$ cat src/rtl/pipelined_subtractor.sv
// pipelined_subtractor: WIDTH-bit diff = a - b - bin with the borrow chain cut into STAGE_W-bit pipelined slices.
// Optional macro PIPE_SUB_OVF_EN drives ovf with signed overflow; without it ovf is tied low.
module pipelined_subtractor #(
    parameter int WIDTH   = 16,
    parameter int STAGE_W = 4
) (
    input  logic             clk,
    input  logic             rst,
    input  logic             in_valid,
    output logic             in_ready,
    input  logic [WIDTH-1:0] a,
    input  logic [WIDTH-1:0] b,
    input  logic             bin,
    output logic             out_valid,
    input  logic             out_ready,
    output logic [WIDTH-1:0] diff,
    output logic             bout,
    output logic             ovf
);

    localparam int STAGES = (STAGE_W > 0) ? WIDTH / STAGE_W : 1;
    localparam int LAST   = STAGES - 1;
    localparam int REM    = (STAGE_W > 0) ? WIDTH % STAGE_W : 1;

    if (WIDTH < 2 || STAGE_W < 1 || STAGES < 1 || REM != 0) begin : g_param_check
        $error("pipelined_subtractor: WIDTH must be >= 2 and a multiple of STAGE_W >= 1");
    end

    // Stage k holds operands shifted so its own slice sits in the low bits, the borrow into
    // that slice, and the already-finished lower diff slices packed at the top of dacc_q.
    logic               vld_q  [STAGES];
    logic [WIDTH-1:0]   a_q    [STAGES];
    logic [WIDTH-1:0]   b_q    [STAGES];
    logic               br_q   [STAGES];
    logic [WIDTH-1:0]   dacc_q [STAGES];
    logic [STAGE_W-1:0] ds     [STAGES];
    logic               bo     [STAGES];
    logic               adv;

    function automatic logic [WIDTH-1:0] push_slice(input logic [WIDTH-1:0]   acc,
                                                    input logic [STAGE_W-1:0] s);
        return (acc >> STAGE_W) | (WIDTH'(s) << (WIDTH - STAGE_W));
    endfunction

    assign out_valid = vld_q[LAST];
    assign adv       = !out_valid || out_ready;
    assign in_ready  = adv;

    for (genvar k = 0; k < STAGES; k++) begin : g_stage
        logic borrow;

        always_comb begin
            borrow = br_q[k];
            ds[k]  = '0;
            for (int i = 0; i < STAGE_W; i++) begin
                ds[k][i] = a_q[k][i] ^ b_q[k][i] ^ borrow;
                borrow   = (~a_q[k][i] & b_q[k][i]) | (~(a_q[k][i] ^ b_q[k][i]) & borrow);
            end
            bo[k] = borrow;
        end

        if (k == 0) begin : g_head
            always_ff @(posedge clk) begin
                if (rst) begin
                    vld_q[0]  <= 1'b0;
                    a_q[0]    <= '0;
                    b_q[0]    <= '0;
                    br_q[0]   <= 1'b0;
                    dacc_q[0] <= '0;
                end else if (adv) begin
                    vld_q[0] <= in_valid;
                    if (in_valid) begin
                        a_q[0]    <= a;
                        b_q[0]    <= b;
                        br_q[0]   <= bin;
                        dacc_q[0] <= '0;
                    end
                end
            end
        end else begin : g_body
            // Data only moves with a token so idle stages keep their last contents.
            always_ff @(posedge clk) begin
                if (rst) begin
                    vld_q[k]  <= 1'b0;
                    a_q[k]    <= '0;
                    b_q[k]    <= '0;
                    br_q[k]   <= 1'b0;
                    dacc_q[k] <= '0;
                end else if (adv) begin
                    vld_q[k] <= vld_q[k-1];
                    if (vld_q[k-1]) begin
                        a_q[k]    <= a_q[k-1] >> STAGE_W;
                        b_q[k]    <= b_q[k-1] >> STAGE_W;
                        br_q[k]   <= bo[k-1];
                        dacc_q[k] <= push_slice(dacc_q[k-1], ds[k-1]);
                    end
                end
            end
        end
    end

    assign diff = push_slice(dacc_q[LAST], ds[LAST]);
    assign bout = bo[LAST];

`ifdef PIPE_SUB_OVF_EN
    // The final stage already holds the operand MSBs in the top bit of its slice.
    assign ovf = (a_q[LAST][STAGE_W-1] ^ b_q[LAST][STAGE_W-1])
               & (a_q[LAST][STAGE_W-1] ^ ds[LAST][STAGE_W-1]);
`else
    assign ovf = 1'b0;
`endif

endmodule

$ cat config.mk
export PLATFORM = sky130hd
export DESIGN_NAME = pipelined_subtractor
export DESIGN_NICKNAME = d
export VERILOG_FILES = /design/src/rtl/pipelined_subtractor.sv
export SDC_FILE = /design/constraint.sdc
export NUM_CORES = 1
export LEC_CHECK = 0
export ABC_CLOCK_PERIOD_IN_PS = 2500
export BUFFER_PORTS_ARGS = -buffer_cell sky130_fd_sc_hd__buf_2
export CAP_MARGIN = 20
export CORE_AREA = 2 2 119 121
export CTS_BUF_LIST = sky130_fd_sc_hd__clkbuf_16
export DETAILED_ROUTE_END_ITERATION = 12
export DIE_AREA = 0 0 121 123
export PLACE_DENSITY = 0.6
export SYNTH_ARGS = -nofsm -noshare
export SYNTH_HDL_FRONTEND = slang
export SYNTH_SLANG_ARGS = --single-unit
$ cat constraint.sdc
create_clock -name clk -period 2.5 [get_ports clk]
set_input_delay 0.5 -clock clk [delete_from_list [all_inputs] [get_ports clk]]
set_output_delay 0.5 -clock clk [all_outputs]
set_load 0.005 [all_outputs]
==> impl_results.md, run 1 <==
* CP required at 2000 ps
* Filler cell count at 1211
* Congestion Overflow GR at 0
* Post-CTS Hold Buffers at 0
* Max Clk Rate at 0.363 GHz
* Core area at 0.0136 mm^2
* Chip Width at 121 um
* Yosys top cell by area: edfxtp_1
* CP peak stage delay at 400 ps
* EDFF count, synth at 112
* Vias in the first global route at 2603
* Adder-cell area share of the yosys netlist at 5.96%
* Global-route wire length before repair at 12800 um
* Synthesized instance count at 312
* Gate power share at 8.5%
* DP Area at 0.00564 mm^2
* Total global-route track usage at 11.3%
* Top-count cell post-synth: edfxtp_1
* Footprint of the multi-input gates at 0.00165 mm^2
* Post-Synth XOR/XNOR Area at 0%
* Vias at 2413
* Synth warn at 0
* Critical path startpoint category: flop
* Routed WL per cell at 13.9 um
* Unique masters post-synth at 16
* Internal power at 0.00302 W
* Clk buf depth at 2
* Relative slew slack at 37.0%
* Mux cell area share after synthesis at 0%
* Hold Crit Start: b[6]
* Main combinational cell family by area after synthesis: simple AND/OR/NAND/NOR gates
* Worst Hold Depth at 2
* Vias per inst at 4.51
* Layout cells sized above 1 at 46.5%
* Register area at 0.00336 mm^2
* Io pins at 57
* Clock transition at path regs at 70 ps
* R2R cell count at 7
* CP endpoint kind: primary output
* Slew Viols, Final at 0
* Port Buffer Count at 55
* Leakage at 2.13 nW
* Seq cells post-synth at 112
* Crit path max-delay cell type: fa_1
* Setup-failing EPs final at 3
* Critical path type: reg2out
* Failing checks: negative setup slack
* CTS Buf Count at 9
* Peak supply drop at 280 uV
* Async S/R FF share, synth at 0%
* Hold Violations, Final at 0
* Final Cell Area at 0.00595 mm^2
* Crit path launch: b_q[3][0]
* Worst-Skew Late Latency at 350 ps
* Clk root buf: clkbuf_16
* Net Sw Power at 0.000846 W
* Total Power at 0.00387 W
* Slew @ Worst Pin at 945 ps
* Final Wtd Congestion at 0.750
* Worst r2r dst: br_q[3]
* Crit Path Max Fanout at 1
* Hold Path End: b_q[0][6]
* Final nets at 403
* Drt drc at 0
* CTS tree: built
* Clock skew at 4.64 ps
* Synth-to-layout area growth at 10.8%
* CTS sink cnt at 112
* Chip height at 123 um
* Seq pwr share at 57.6%
* Synth Area in Simple Gates at 23.7%
* HPWL Detailed at 4600 um
* Hold Path Class: in2reg
* Tcrit/Tclk final at 110%
* Placement row count at 43
* Antenna violations before repair at 0
* Status: finished, violations left
* Die area at 0.0149 mm^2
* Sw Ratio at 21.9%
* Max-cap violation count at 0
* Reg-to-reg startpoint: b_q[2][0]
* Setup slack, reg-to-reg at 140 ps
* Compound-Gate Fraction of Synth Area at 0.559%
* Drt first-iter violations at 75
* Mean post-synth cell area at 17.2 um^2
* Main area contributors after synthesis: edfxtp_1 (63%), nor3b_2 (17%), fa_1 (6.0%)
* Unrepaired setup endpoints after global routing: true
* Prevailing post-synth register cell: edfxtp_1
* Final setup margin at -257 ps
* ANT cells at 0
* Initial Utilization at 39.5%
* Final WL at 7450 um
* Routed Antenna Nets at 0
* Clock share of power at 33.8%
* Synthesized area at 0.00537 mm^2
* WP data arrival at 2260 ps
* Post-synth net total at 365
* Seq/Total Area, Yosys at 62.6%
* Synth top area share at 62.6%
* Drt pass-1 iters at 4
* Tmin final at 2760 ps
* H-tree levels at 3
* Largest net degree at the start of global routing at 114
* Cells along the critical path: inv_2 > fa_1 > inv_1 > fa_2 > fa_2 > inv_2 > fa_1 > buf_2
* PwrDens at 650 mW/mm^2
* Most common library cells after synthesis: edfxtp_1 (112), nor3b_2 (72), inv_1 (29), nor3b_1 (27)
==> cells in the final DEF, fill, tap and decap left out <==
master / instances
nand2b_4: 4
buf_12: 1
clkinv_4: 1
nor3b_2: 72
inv_1: 27
fa_2: 4
nor2b_4: 1
nor3_2: 9
buf_2: 55
edfxtp_1: 112
buf_16: 1
fa_1: 12
clkinv_1: 2
nand2b_1: 1
nor2_1: 4
nor3b_1: 27
clkinvlp_4: 3
buf_4: 1
inv_2: 3
inv_6: 1
conb_1: 1
clkbuf_16: 9
a21o_1: 4
==> area by class of cell <==
cell class	count	share of cell area, %
Clock buffer	9	3.78
Clock inverter	7	0.799
Inverter	30	1.89
Multi-Input combinational cell	139	27.7
Sequential cell	112	56.5
Tap cell	180	3.78
Timing Repair Buffer	58	5.55
==> worst max-delay path, delay by kind of cell, from the launching register on <==
family | cells | cell delay (ps)
adders and majority gates | 4 | 1220
DFF | 1 | 380
buffers and inverters | 4 | 320
==> how the worst max path moves through the flow <==
stage               endpoint  depth (start not counted)
finish              diff[15]                          8
global route        diff[15]                          8
CTS                 diff[15]                          8
detailed placement  diff[15]                          8
global placement    diff[15]                          8
floorplan           diff[15]                          8
==> power by group through the flow <==
| stage | combinational (W) | sequential (W) | clock (W) |
|---|---|---|---|
| 2_1_floorplan | 0.000256 | 0.00226 | 0 |
| 3_3_place_gp | 0.000323 | 0.00227 | 0 |
| 3_5_place_dp | 0.000329 | 0.00227 | 0 |
| 4_1_cts | 0.000334 | 0.00223 | 0.00136 |
| 5_1_grt | 0.000378 | 0.00224 | 0.00143 |
| 6_report | 0.000330 | 0.00223 | 0.00131 |
==> logic make-up after synthesis <==
| family | Yosys count |
|---|---|
| flops | 112 |
| other cells | 1 |
| compound gates | 4 |
| buf+inv | 61 |
| simple gates | 118 |
| fa+ha+maj | 16 |
==> per-layer routing <==
| layer | vias up | track usage, % | wire length (um) |
|---|---|---|---|
| li1 | 1183 | - | - |
| met1 | 1169 | 14.4 | 3360 |
| met2 | 48 | 17.7 | 3560 |
| met3 | 13 | 2.68 | 310 |
| met4 | 0 | 6.47 | 219 |
| met5 | - | 0 | 0 |
==> state kept, by name (all words and copies together) (netlist names) <==
signal,flops
a_q,40
b_q,40
br_q,4
dacc_q,24
vld_q,4
==> through the flow <==
step                      setup WS (ps)  utilization (%)  TNS (ps)  hold WS [ps]  std cells
final                              -257             43.7      -449           475        535
after global routing               -373             43.7      -805           466        535
after CTS                          -293             43.5      -561           458        534
after detailed placement          -7.05             41.4     -7.05           557        518
after global placement             11.4             41.4         0           551        518
after floorplan                    72.2                -         0           537        312
==> timing repair <==
action / in CTS / in global routing
setup buffers: 0 / 0
pin swaps: 0 / 0
endpoints found under the hold margin: 0 / 0
endpoints found under the setup margin: 3 / 6
gates resized for setup: 4 / 2
No activity file was read; power rests on OpenSTA's default activity.
==> run 2: changes to the inputs <==
- GPL_TIMING_DRIVEN: unset -> 1
- RECOVER_POWER: unset -> 50
==> run 2 against run 1 <==
Against the previous run:
- the run still ends with negative setup slack left
- highest routed layer unchanged
- critical endpoint unchanged
- fmax hardly changed
- first-iteration DRC count is 8.0% higher
- non-clock buffer count stayed put
- critical path type unchanged
- critical path depth stayed put
- sequential power hardly changed
- register-to-register slack worse by 20 ps
- routed wire length is 1.5% higher
- sequential share of layout area is 3.6 points higher
- power is 0.60% lower
- clock power hardly changed
==> impl_results.md, run 2 (synthesis results as in run 1) <==
* Status: finished, violations left
* Failing checks: negative setup slack
* Chip height at 123 um (unchanged)
* H-tree levels at 3 (unchanged)
* WP data arrival at 2260 ps (about the same)
* ANT cells at 0 (unchanged)
* Unrepaired setup endpoints after global routing: true
* Filler cell count at 1265 (+4.5%)
* Slew @ Worst Pin at 1320 ps (+371 ps)
* Io pins at 57 (unchanged)
* Setup slack, reg-to-reg at 120 ps (-20 ps)
* Initial Utilization at 39.5% (unchanged)
* Worst-Skew Late Latency at 350 ps (about the same)
* Vias per inst at 4.50 (-0.12%)
* CTS Buf Count at 9 (unchanged)
* CTS tree: built
* Max-cap violation count at 0 (unchanged)
* Biggest regs: a_q x40, b_q x40, dacc_q x24
* Hold Crit Start: a[0]
* Post-CTS Hold Buffers at 0 (unchanged)
* Clk root buf: clkbuf_16
* Final WL at 7560 um (+1.5%)
* Global-route wire length before repair at 12800 um (unchanged)
* PwrDens at 687 mW/mm^2 (+5.7%)
* Vias in the first global route at 2603 (unchanged)
* Congestion Overflow GR at 0 (unchanged)
* Setup TNS at -450 ps (-1.59 ps)
* Peak supply drop at 285 uV (+1.6%)
* Crit Path Max Fanout at 1 (unchanged)
* Most frequent cells in the layout: edfxtp_1 (112), nor3b_1 (91), buf_2 (46)
* CP endpoint kind: primary output
* Most common cell after layout, fill and taps aside: edfxtp_1
* Vias at 2410 (-0.12%)
* Final setup margin at -258 ps (-0.292 ps)
* Hold Violations, Final at 0 (unchanged)
* R2R cell count at 7 (unchanged)
* Clock transition at path regs at 70 ps (about the same)
* Antenna violations before repair at 0 (unchanged)
* Clk buf depth at 2 (unchanged)
* Relative slew slack at 12.3% (-25 points)
* Largest net degree at the start of global routing at 114 (unchanged)
* Drt drc at 0 (unchanged)
* Hold Path Class: in2reg
* Layout cells sized above 1 at 25.4% (-21 points)
* Drt pass-1 iters at 4 (unchanged)
* Port Buffer Count at 55 (unchanged)
* Core area at 0.0136 mm^2 (unchanged)
* Final core utilization at 41.1% (-2.6 points)
* Placement row count at 43 (unchanged)
* Setup-failing EPs final at 3 (unchanged)
* Drt first-iter violations at 81 (+8.0%)
* Clock skew at 5.02 ps (+0.373 ps)
* Worst r2r dst: br_q[3]
* Routed WL per cell at 14.1 um (+1.5%)
* CTS sink cnt at 112 (unchanged)
* Tmin final at 2760 ps (+0.292 ps)
* Critical path type: reg2out
* Critical path startpoint category: flop
* Setup WS pre-CTS at -7.05 ps (unchanged)
* Slew Viols, Final at 0 (unchanged)
* Die area at 0.0149 mm^2 (unchanged)
* HPWL Detailed at 4600 um (unchanged)
* Reg-to-reg startpoint: b_q[2][0]
* Final Wtd Congestion at 0.750 (unchanged)
* Critical Path End: diff[15]
* Max Clk Rate at 0.363 GHz (about the same)
* Routed Antenna Nets at 0 (unchanged)
* Leakage at 1.99 nW (-6.2%)
* CP required at 2000 ps (about the same)
* Tcrit/Tclk final at 110% (about the same)
* Chip Width at 121 um (unchanged)
* Total global-route track usage at 11.3% (unchanged)
* Final nets at 403 (unchanged)
* Crit path launch: b_q[3][0]
* Post-CTS Repair Setup Buffers at 0 (unchanged)
* Synth-to-layout area growth at 4.17%
[run 2: changes by cell type in the layout (fill, tap and decap cells not counted), moves of 9 or more]
cell | before | now
nor3b_1 | 27 | 91
nor3b_2 | 72 | 8
buf_2 | 55 | 46
clkbuf_1 | 0 | 9
[run 2: what timing repair did]
action                                 4_1_cts  5_1_grt
setup endpoints to repair                    3        6
endpoints found under the hold margin        0        0
resized for setup                            4        2
[run 2: power by group]
group	total [W]	switching (W)	internal, W
clock	0.00131	0.000638	0.000674
sequential	0.00223	0.0000354	0.00219
combinational	0.000304	0.000166	0.000138
[run 2: layer usage]
metal / GRT usage (%) / routed length (um) / up-vias
met4: 6.47 / 187 / 0
met3: 2.68 / 281 / 11
met5: 0 / 0 / -
met1: 14.4 / 3550 / 1170
met2: 17.7 / 3540 / 44
li1: - / - / 1185
[run 2: worst min path at each step]
| stage | to | depth (start not counted) |
|---|---|---|
| 3_3_place_gp | a_q[2][6] | 1 |
| 2_1_floorplan | a_q[2][0] | 1 |
| 4_1_cts | b_q[0][6] | 2 |
| 5_1_grt | a_q[0][0] | 2 |
| 3_5_place_dp | b_q[1][6] | 1 |
| 6_report | a_q[0][0] | 2 |
[run 2: layout make-up]
type / count / area (um^2) / share of cell area [%]
timing repair buffer: 58 / 304 / 5.43
sequential: 112 / 3360 / 60.1
inverter: 30 / 113 / 2.01
clock buffer: 9 / 225 / 4.02
tap: 180 / 225 / 4.02
multi-input combinational: 139 / 1320 / 23.6
clock inverter: 7 / 47.5 / 0.849
[run 2: stage by stage]
step	total power (W)	std cells	hold slack (ps)	instance area, um^2
2_1_floorplan	0.00252	312	537	5370
3_5_place_dp	0.00260	518	557	5640
3_3_place_gp	0.00259	518	551	5640
4_1_cts	0.00393	534	458	5920
6_report	0.00385	535	480	5600
5_1_grt	0.00402	535	466	5600
[run 2: worst max-delay path: stages (launching register included)]
cell and delay (ps):
edfxtp_1 380, inv_2 70, fa_1 150, inv_1 50, fa_2 330, fa_2 340, inv_2 60, fa_1 400
buf_2 140
==> run 3: changes to the inputs <==
- BUFFER_PORTS_ARGS: -buffer_cell sky130_fd_sc_hd__buf_2 -> unset
- DONT_BUFFER_PORTS: unset -> 1
- PLACE_DENSITY: 0.6 -> 0.56
==> run 3 against run 2 <==
Against the previous run:
- the flow still finishes with violations (negative setup slack)
- die area unchanged
- clock-buffer cell count unchanged
- combinational power decreased by 18%
- critical path type unchanged
- largest cell class unchanged
- highest routed layer unchanged
==> impl_results.md, run 3 (synthesis results as in run 1) <==
* Core area at 0.0136 mm^2 (unchanged)
* Slew Viols, Final at 0 (unchanged)
* Max Clk Rate at 0.373 GHz (+2.9%)
* Net Sw Power at 0.000800 W (-4.7%)
* Clk buf depth at 2 (unchanged)
* Tmin final at 2680 ps (-77.9 ps)
* Sw Ratio at 20.7% (-1.1 points)
* CTS tree: built
* CTS sink cnt at 112 (unchanged)
* Clock skew at 5.03 ps (+0.0161 ps)
* CP endpoint kind: primary output
* Relative slew slack at 25.4% (+13 points)
* Final core utilization at 39.4% (-1.8 points)
* Io pins at 57 (unchanged)
* Hold Path Class: in2reg
* Routing usage on met2 at 16.2% (-1.5 points)
* Total global-route track usage at 11.0% (-0.28 points)
* Global-route wire length before repair at 12500 um (-2.2%)
* Setup-failing EPs final at 2 (-1)
* Hold Violations, Final at 0 (unchanged)
* H-tree levels at 3 (unchanged)
* Unrepaired setup endpoints after global routing: true
* Total Power at 0.00386 W (+0.47%)
* Routed Antenna Nets at 0 (unchanged)
* Clk root buf: clkbuf_16
* Final Wtd Congestion at 0.720 (-4.0%)
* Internal power at 0.00306 W (+1.9%)
* Drt pass-1 iters at 4 (unchanged)
* Global Route met1 Usage at 15.3% (+0.90 points)
* Register area at 0.00336 mm^2 (unchanged)
* Final Cell Area at 0.00536 mm^2 (-4.3%)
* Crit Path Max Fanout at 1 (unchanged)
* Drt first-iter violations at 56 (-31%)
* Seq pwr share at 57.8% (-0.2 points)
* Slew @ Worst Pin at 1120 ps (-197 ps)
* Biggest regs: a_q x40, b_q x40, dacc_q x24
* Critical path startpoint category: flop
* Gate power share at 6.4% (-1.5 points)
* Footprint of the multi-input gates at 0.00133 mm^2 (+0.76%)
* Chip height at 123 um (unchanged)
* Layout cells sized above 1 at 16.5% (-8.9 points)
* Final setup margin at -180 ps (+77.9 ps)
* ANT cells at 0 (unchanged)
* Vias per inst at 4.54 (+0.75%)
* Initial Utilization at 39.5% (unchanged)
* Most frequent cells in the layout: edfxtp_1 (112), nor3b_1 (89), inv_1 (26)
* Layer with the highest usage: met2
* Worst-Skew Late Latency at 340 ps (about the same)
* Failing checks: negative setup slack
* CP required at 2000 ps (about the same)
* Max-cap violation count at 0 (unchanged)
* WP data arrival at 2180 ps (-80 ps)
* Placement row count at 43 (unchanged)
* DP Area at 0.00540 mm^2 (-4.3%)
* Final WL at 7410 um (-2.1%)
* Filler cell count at 1245 (-1.6%)
* Vias in the first global route at 2354 (-9.6%)
* Vias at 2192 (-9.0%)
* Die area at 0.0149 mm^2 (unchanged)
* Met3 Use GR at 2.17% (-0.51 points)
* Port Buffer Count at 0 (-100%)
* Status: finished, violations left
* Peak supply drop at 276 uV (-3.0%)
* Clock transition at path regs at 70 ps (about the same)
* Critical path type: reg2out
* Leakage at 1.81 nW (-9.0%)
* Routed WL per cell at 15.3 um (+8.5%)
* Drt drc at 0 (unchanged)
* Clock share of power at 35.8% (+1.7 points)
* Congestion Overflow GR at 0 (unchanged)
* HPWL Detailed at 4410 um (-4.0%)
* CTS Buf Count at 9 (unchanged)
* Chip Width at 121 um (unchanged)
* PwrDens at 721 mW/mm^2 (+5.0%)
* Antenna violations before repair at 0 (unchanged)
* Tcrit/Tclk final at 107% (-3.1 points)
* Synth-to-layout area growth at -0.303%
* Worst Hold Slack at 410 ps (-70.0 ps)
* Largest net degree at the start of global routing at 86 (-25%)
* Most common cell after layout, fill and taps aside: edfxtp_1
* Final nets at 351 (-13%)
run 3: changes by cell type in the layout (fill, tap and decap cells not counted), sizes merged:
cell and change:
buf -44, bufinv +1, clkbuf -8, clkinv +1
clkinvlp -1, inv -1
run 3: metal layers:
layer / share of wire [%] / vias to the layer above
met3: 3.0 / 12
met1: 48 / 1056
li1: - / 1078
met2: 47 / 46
met5: 0 / -
met4: 2.4 / 0
run 3: cell type report:
type	count	share of cell area, %
Sequential cell	112	62.8
Multi-Input combinational cell	139	24.8
Clock buffer	9	4.20
Tap cell	180	4.20
Inverter	30	2.10
Clock inverter	7	1.17
Timing Repair Buffer	6	0.724
run 3: metrics by stage:
stage	setup TNS [ps]	cells	worst slack, ps
2_1_floorplan	0	312	72.2
5_1_grt	-432	483	-270
4_1_cts	-360	483	-226
6_report	-239	483	-180
3_3_place_gp	0	467	96.5
3_5_place_dp	0	467	70.4
run 3: worst max-delay path, stage by stage (launching register included):
cell and delay [ps]:
edfxtp_1 390, inv_2 70, fa_2 190, inv_2 40
fa_2 330, fa_2 340, inv_2 70, fa_1 420
run 3: power groups by stage:
stage | clock network [W] | logic, W | registers, W
after global placement | 0 | 0.000274 | 0.00227
after floorplan | 0 | 0.000256 | 0.00226
final | 0.00138 | 0.000249 | 0.00223
after global routing | 0.00149 | 0.000286 | 0.00225
after detailed placement | 0 | 0.000277 | 0.00228
after CTS | 0.00141 | 0.000283 | 0.00224
run 3: what timing repair did:
| action | in CTS | in global routing |
|---|---|---|
| buffers inserted | 0 | 0 |
| gates cloned | 0 | 0 |
| setup endpoints to repair | 2 | 5 |
| resized for setup | 6 | 2 |
| hold buffers | 0 | 0 |
| pin swaps | 1 | 2 |
run 3: final timing paths:
path	startpoint	endpoint	slack (ps)	cells after the start
worst max-delay path	b_q[3][0]	diff[15]	-180	7
worst min-delay path	b[13]	b_q[0][13]	410	1
worst max register to register	br_q[0]	dacc_q[1][15]	120	7
worst min register to register	b_q[1][8]	b_q[2][4]	590	1
